### src/rtl/comm_pkg.sv
// Shared definitions for the host command transmitter and the runner's UART receiver.
// Latency: n/a (types and constants only).
// Backpressure: n/a.
package comm_pkg;

  // Top-level sequencing of the two bytes of a command word
  typedef enum logic [1:0] {
    IDLE    = 2'd0,
    SEND_HI = 2'd1,
    SEND_LO = 2'd2
  } state_t;

  // Clocks per bit: 19200 baud at 50 MHz; the receiver uses the same value
  localparam int BAUD_DIV_DFLT = 2604;

  // 8N1: start + 8 data + stop
  localparam int FRAME_BITS = 10;

  // Minimum baud counter width so the default divider and nearby values fit
  localparam int BAUD_CNT_W_MIN = 12;

  function automatic int baud_cnt_w(input int div);
    return ($clog2(div) > BAUD_CNT_W_MIN) ? $clog2(div) : BAUD_CNT_W_MIN;
  endfunction

endpackage

### src/rtl/uart_tx.sv
// 8N1 byte serializer: start bit, 8 data bits LSB first, stop bit, each BAUD_DIV clocks.
// Latency: TX drops 1 clock after trmt is sampled; tx_done pulses 1 clock after the stop bit ends.
// Backpressure: trmt is ignored while a frame is in flight; the caller waits for tx_done.
module uart_tx
  import comm_pkg::*;
#(
  parameter int BAUD_DIV = BAUD_DIV_DFLT
) (
  input  logic       clk,
  input  logic       rst_n,
  input  logic       trmt,
  input  logic [7:0] tx_data,
  output logic       TX,
  output logic       tx_done
);

  localparam int             BW        = baud_cnt_w(BAUD_DIV);
  localparam logic [BW-1:0]  BAUD_LAST = BW'(BAUD_DIV - 1);
  localparam logic [3:0]     BIT_LAST  = 4'(FRAME_BITS - 1);

  logic [9:0]    r_shift;
  logic [BW-1:0] r_baud;
  logic [3:0]    r_bit_cnt;
  logic          r_busy;
  logic          r_done;

  // Load a frame on trmt, then shift one bit out every BAUD_DIV clocks until the stop bit ends
  always_ff @(posedge clk or negedge rst_n) begin
    if (!rst_n) begin
      r_shift   <= '0;
      r_baud    <= '0;
      r_bit_cnt <= '0;
      r_busy    <= 1'b0;
      r_done    <= 1'b0;
    end else begin
      r_done <= 1'b0;
      if (trmt && !r_busy) begin
        r_shift   <= {1'b1, tx_data, 1'b0};
        r_baud    <= '0;
        r_bit_cnt <= '0;
        r_busy    <= 1'b1;
      end else if (r_busy) begin
        if (r_baud == BAUD_LAST) begin
          r_baud    <= '0;
          r_shift   <= {1'b1, r_shift[9:1]};
          r_bit_cnt <= r_bit_cnt + 4'd1;
          if (r_bit_cnt == BIT_LAST) begin
            r_busy <= 1'b0;
            r_done <= 1'b1;
          end
        end else begin
          r_baud <= r_baud + 1'b1;
        end
      end
    end
  end

  // Idle line is high; gating with busy makes reset force the line high immediately
  assign TX      = r_busy ? r_shift[0] : 1'b1;
  assign tx_done = r_done;

endmodule

### src/rtl/comm_master.sv
// Sends a 16-bit command as two 8N1 bytes (high byte first) and raises a sticky completion flag.
// Latency: start bit 1 clock after acceptance; cmd_cmplt at 20*BAUD_DIV+4 clocks after acceptance.
// Backpressure: snd_cmd is only accepted in IDLE; requests during a transfer are dropped.
module comm_master
  import comm_pkg::*;
#(
  parameter int BAUD_DIV = BAUD_DIV_DFLT
) (
  input  logic        clk,
  input  logic        rst_n,
  input  logic        snd_cmd,
  input  logic [15:0] cmd,
  output logic        TX,
  output logic        cmd_cmplt
);

  state_t      r_state;
  logic [15:0] r_shadow;
  logic        r_cmplt;
  logic        r_trmt;
  logic        w_tx_done;
  logic [7:0]  w_tx_data;

  // Sequence high byte then low byte; the shadow copy isolates the frames from later cmd changes
  always_ff @(posedge clk or negedge rst_n) begin
    if (!rst_n) begin
      r_state  <= IDLE;
      r_shadow <= '0;
      r_cmplt  <= 1'b0;
      r_trmt   <= 1'b0;
    end else begin
      r_trmt <= 1'b0;
      case (r_state)
        IDLE: begin
          if (snd_cmd) begin
            r_shadow <= cmd;
            r_cmplt  <= 1'b0;
            r_trmt   <= 1'b1;
            r_state  <= SEND_HI;
          end
        end
        SEND_HI: begin
          if (w_tx_done) begin
            r_trmt  <= 1'b1;
            r_state <= SEND_LO;
          end
        end
        SEND_LO: begin
          if (w_tx_done) begin
            r_cmplt <= 1'b1;
            r_state <= IDLE;
          end
        end
        default: r_state <= IDLE;
      endcase
    end
  end

  // The launch pulse lands one clock after the state change, so the state selects the byte
  assign w_tx_data = (r_state == SEND_LO) ? r_shadow[7:0] : r_shadow[15:8];

  uart_tx #(
    .BAUD_DIV (BAUD_DIV)
  ) u_uart_tx (
    .clk     (clk),
    .rst_n   (rst_n),
    .trmt    (r_trmt),
    .tx_data (w_tx_data),
    .TX      (TX),
    .tx_done (w_tx_done)
  );

  assign cmd_cmplt = r_cmplt;

endmodule

### config.mk
export PLATFORM = sky130hd
export DESIGN_NAME = comm_master
export DESIGN_NICKNAME = d
export VERILOG_FILES = /design/src/rtl/comm_pkg.sv /design/src/rtl/uart_tx.sv /design/src/rtl/comm_master.sv
export SDC_FILE = /design/constraint.sdc
export NUM_CORES = 1
export LEC_CHECK = 0
export BUFFER_PORTS_ARGS = -buffer_cell sky130_fd_sc_hd__buf_2
export CORE_MARGIN = 1.5
export CORE_UTILIZATION = 63
export CTS_CLUSTER_DIAMETER = 200
export CTS_CLUSTER_SIZE = 28
export DETAILED_ROUTE_END_ITERATION = 6
export PLACE_DENSITY = 0.84
export SKIP_CTS_REPAIR_TIMING = 1
export SYNTH_ARGS = -nofsm -noshare
export SYNTH_HDL_FRONTEND = slang
export SYNTH_HIERARCHICAL = 1
export SYNTH_SLANG_ARGS = --single-unit
### constraint.sdc
create_clock -name clk -period 3 [get_ports clk]
set_clock_uncertainty 0.15 [all_clocks]
set_input_delay 0.6 -clock clk [delete_from_list [all_inputs] [get_ports clk]]
set_output_delay 0.6 -clock clk [all_outputs]
set_load 0.01 [all_outputs]
; ---- Yosys cells after proc, flatten, opt, wreduce, memory -nomap -nowiden
; Cells that the tools add are included.
[totals]
reg_bits = 48
input_bits = 19
out_inout_bits = 2
elab_cells = 57
[op_classes]
n_addsub = 2
n_eq_ne = 7
n_mux = 29
n_reduce_logical = 10
[ops]
columns = op, n
row1 = 2-to-1 mux 12 bit, 3
row2 = 2-to-1 mux 10 bit, 3
row3 = 2-to-1 mux 1 bit, 13
row4 = adder 12 x 1 -> 12 bit (second input constant), 1
row5 = == test 12 bit (second input constant), 1
row6 = 2-to-1 mux 4 bit, 3
row7 = 2-to-1 mux 8 bit, 1
row8 = 2-to-1 mux 2 bit, 3
row9 = case mux 2 bit (3 select lines), 1
row10 = AND reduction 3 bit, 2
row11 = nonzero test 2 bit, 3
row12 = adder 4 x 1 -> 4 bit (second input constant), 1
row13 = == test 4 bit (second input constant), 1
row14 = != test 2 x 1 -> 1 bit (second input constant), 2
row15 = case mux 1 bit (2 select lines), 2
row16 = AND reduction 2 bit, 2
row17 = == test 2 x 1 -> 1 bit (second input constant), 1
row18 = == test 2 bit (second input constant), 1
row19 = zero test 2 bit, 1
row20 = != test 2 bit (second input constant), 1
row21 = logical AND 1 bit, 1
row22 = zero test 1 bit, 1

; ---- Depth between registers and ports, before layout
[logic_depth]
depth_word = 5
depth_mapped = 6
depth_no_buf = 5

; ---- Hierarchy
; The synthesis kept the hierarchy.
[modules_own_cells]
columns = module, n_inst, cells_per_inst, area_each_um2, seq_area_each_um2
row1 = uart_tx, 1, 146, 1487.7, 700.7
row2 = comm_master, 1, 60, 928.4, 500.5

; ---- Least setup slack after synthesis
; OpenSTA, ideal clock, no wires.
[synth_path]
kind = register to register
from = reg u_uart_tx.r_baud[4]
to = reg u_uart_tx.r_shift[2]
setup_ns = 0.126
arrival_time_ns = 1.804
required_ns = 2.724
setup_slack_ns = 0.920
path_stages_with_launch = 5
path_buffers = 0
synth_period_minus_slack_ns = 2.080
path_cell_list = dfrtp_1 or4b_4 nor4_4 nor2_2 a221o_1
[synth_via]
elab_chain_cells = 3
[synth_lines]
columns = element, line
row1 = "start, declared", uart_tx.sv:22  ; logic [BW-1:0] r_baud;
row2 = "start signal, assigned", uart_tx.sv:52  ; r_baud <= r_baud + 1'b1;
row3 = == test 12 bit, uart_tx.sv:43  ; if (r_baud == BAUD_LAST) begin
row4 = nonzero test 2 bit (no line), -
row5 = AND reduction 2 bit (no line), -
row6 = "end signal, assigned", uart_tx.sv:38  ; r_shift <= {1'b1, tx_data, 1'b0};
row7 = "end signal, assigned", uart_tx.sv:45  ; r_shift <= {1'b1, r_shift[9:1]};
row8 = "end, declared", uart_tx.sv:21  ; logic [9:0] r_shift;
; No other way between the ends.
; A chain may end at the register's enable or synchronous reset.

; ---- Worst setup path in the final report
[layout_path]
from = reg u_uart_tx.r_baud[4]
to = reg u_uart_tx.r_shift[8]
; Same word-level chain as after synthesis.

==> flow_summary.json <==
{
  "status": "finished clean",
  "leakage_nw": 1.186,
  "dieWidth_um": 64.93,
  "ys_seq_area_frac": 0.4972,
  "path_cells": "or4b_4 -> nor4_4 -> nor2_2 -> a221o_1",
  "synth_common_cells": "dfrtp_1, nand3_1, nand2_1, mux2_2",
  "drc": 0,
  "crit_family": "simple AND/OR/NAND/NOR gates",
  "cts_tree": "done",
  "maxCapViolations": 0,
  "antenna_left": 0,
  "grt_start_max_net_pins": 28,
  "rsz0062_at_grt": "false",
  "power.switching_mw": 0.2542,
  "ioPinCount": 21,
  "worst_pin_slew_ns": 0.6276,
  "syn_inst": 206,
  "synth_edf_count": 0,
  "final.min_clock_period_ns": 2.295,
  "final_hold_viol_count": 0,
  "slowest_delay_ns": 0.62,
  "vias": 1646,
  "synth.area.top_cells": "dfrtp_1, mux2_2, mux2_4",
  "io_buffers": 20,
  "multiInputGateArea_mm2": 0.001134,
  "initial_utilization": 0.6599,
  "setup_violations": 0,
  "cts_root_buf": "clkbuf_8",
  "cts_num_sinks": 48,
  "via_per_inst": 5.985,
  "drive_gt1_frac": 0.3128,
  "ir_drop_mv": 0.3477,
  "fp-row-count": 22,
  "coreArea_mm2": 0.003661,
  "p_int_mw": 0.9161,
  "synth.net_count": 228,
  "cp-start-kind": "register",
  "synth.avg_cell_area_um2": 11.73,
  "period_share": 0.7649,
  "clk_pin_slew_ns": 0.09,
  "synthFlopType": "dfrtp_1",
  "clockPowerShare": 0.333,
  "first_global_vias": 1541,
  "synth_area_leader_cell": "dfrtp_1",
  "ys_warn_count": 6,
  "cp_data_arrival_time_ns": 2.33,
  "antenna_found_initial": 0,
  "clk_latency_ns": 0.29,
  "synth_cell_types": 51,
  "grt_pass1_wl_um": 7403,
  "path_buf_inv": 0,
  "required_ns": 3.04,
  "synth_most_common_cell": "dfrtp_1",
  "max_slew_margin": 0.5807,
  "antenna-diode-count": 0,
  "ys_ff_latch": 48,
  "cts_buffers": 5,
  "slowest_stage": "or4b_4",
  "finalWeightedCongestion": 0.8460,
  "holdCritPathClass": "primary input to asynchronous set/reset pin",
  "dp_cells": 268,
  "area_growth_pct": 8.286,
  "clock.fmax_mhz": 435.8,
  "pwr-share-comb": 0.071,
  "place_hpwl_um": 3108,
  "htreeDepth": 2,
  "fin_nets": 249,
  "cellPowerDensity_mw_per_mm2": 447.3,
  "synthArstFlopShare": 1.000,
  "area.sequential_mm2": 0.001201,
  "grtUsageTotal": 0.2308,
  "drt_iter0_drc": 147,
  "fill_cells": 272,
  "reg2reg_slack_ns": 0.71,
  "wl_per_cell_um": 15.84,
  "cts_buffer_depth": 2,
  "dieArea_mm2": 0.004215,
  "synth_top_area_share": 0.4972,
  "final_cells": 275,
  "netSwitchingFraction": 0.2172,
  "grt_overflow": 0,
  "critPathMaxFanout": 7,
  "setup_tns_ns": 0,
  "utilization": 0.7146,
  "criticalPathCategory": "register to register",
  "die_height_um": 64.93,
  "power.share.sequential": 0.596,
  "detail_route.wirelength_um": 4357,
  "slew_violations": 0,
  "drt_first_pass_iters": 4,
  "syn-cell-area_mm2": 0.002416,
  "worstSetupEndpointType": "register"
}
power by group through the flow:
stage	registers (mW)	logic (mW)	clock network, mW
floorplan	0.704	0.0505	0
global placement	0.708	0.0810	0
detailed placement	0.710	0.0837	0
CTS	0.698	0.0843	0.394
global route	0.702	0.0910	0.422
finish	0.698	0.0827	0.390
state kept, by name, summed over array words and instances (netlist names):
name and cells:
u_uart_tx/r_baud 12, r_shadow 16, cmd_cmplt 1, u_uart_tx/r_busy 1, u_uart_tx/r_shift 10, r_state 2, r_trmt 1, u_uart_tx/tx_done 1
u_uart_tx/r_bit_cnt 4
worst register-to-register path, stage by stage (launching register included):
cell	delay, ns
dfrtp_1	0.44
or4b_4	0.62
nor4_4	0.48
nor2_2	0.15
a221o_1	0.34
layout make-up:
class | count | share of cell area
sequential | 48 | 0.4591
multi-input combinational | 145 | 0.4333
timing repair buffer | 21 | 0.04113
clock buffer | 6 | 0.03156
tap | 48 | 0.02296
inverter | 6 | 0.008608
clock inverter | 1 | 0.003348
routing by layer:
layer	vias to the layer above	track usage	share of wire
li1	793	-	-
met1	821	0.3514	0.49
met2	25	0.3312	0.47
met3	7	0.04167	0.031
met4	0	0.07979	0.014
met5	-	0	0
metrics by stage:
stage	worst slack [ns]	area [µm²]	total power [mW]	hold WS (ns)
4_1_cts	0.7117	2616	1.176	0.1692
2_1_floorplan	0.9199	2416	0.7546	0.1544
3_3_place_gp	0.7797	2525	0.7892	0.3077
6_report	0.7052	2616	1.170	0.1405
5_1_grt	0.5864	2616	1.215	0.1825
3_5_place_dp	0.7124	2525	0.7939	0.3180
path summary, 6_finish.rpt:
check                                                   endpoint  cells past startpoint                              from
worst max-delay path            u_uart_tx/r_shift[8]$_DFFE_PN0P_                      4   u_uart_tx/r_baud[4]$_DFFE_PN0P_
worst min-delay path            u_uart_tx/r_shift[0]$_DFFE_PN0P_                      1                             rst_n
worst max register to register  u_uart_tx/r_shift[8]$_DFFE_PN0P_                      4   u_uart_tx/r_baud[4]$_DFFE_PN0P_
worst min register to register  u_uart_tx/r_shift[0]$_DFFE_PN0P_                      2  u_uart_tx/r_shift[1]$_DFFE_PN0P_
max in group asynchronous        u_uart_tx/r_baud[5]$_DFFE_PN0P_                      2                             rst_n
min in group clk                u_uart_tx/r_shift[0]$_DFFE_PN0P_                      2  u_uart_tx/r_shift[1]$_DFFE_PN0P_
cells in the final DEF (no fill, tap or decap), types with 6 or more instances in the layout:
cell type / n
mux2_2: 14
buf_2: 20
mux2_4: 10
a21oi_1: 6
nand3_1: 16
dfrtp_1: 48
o21ai_0: 9
nor2_1: 10
inv_1: 6
nand2_1: 15
clkbuf_8: 6
a221o_1: 6
logic make-up (layout without fill, tap and decap cells):
| group | after synthesis | in the layout | share of synthesized area |
|---|---|---|---|
| compound gates | 41 | 41 | 0.1264 |
| xor+xnor | 1 | 1 | 0.003626 |
| fa+ha+maj | 3 | 3 | 0.01554 |
| buf+inv | 13 | 34 | 0.03366 |
| flops | 48 | 48 | 0.4972 |
| mux | 24 | 24 | 0.1274 |
| simple gates | 76 | 76 | 0.1963 |
Note: power is estimated with default switching activity, not from simulation.
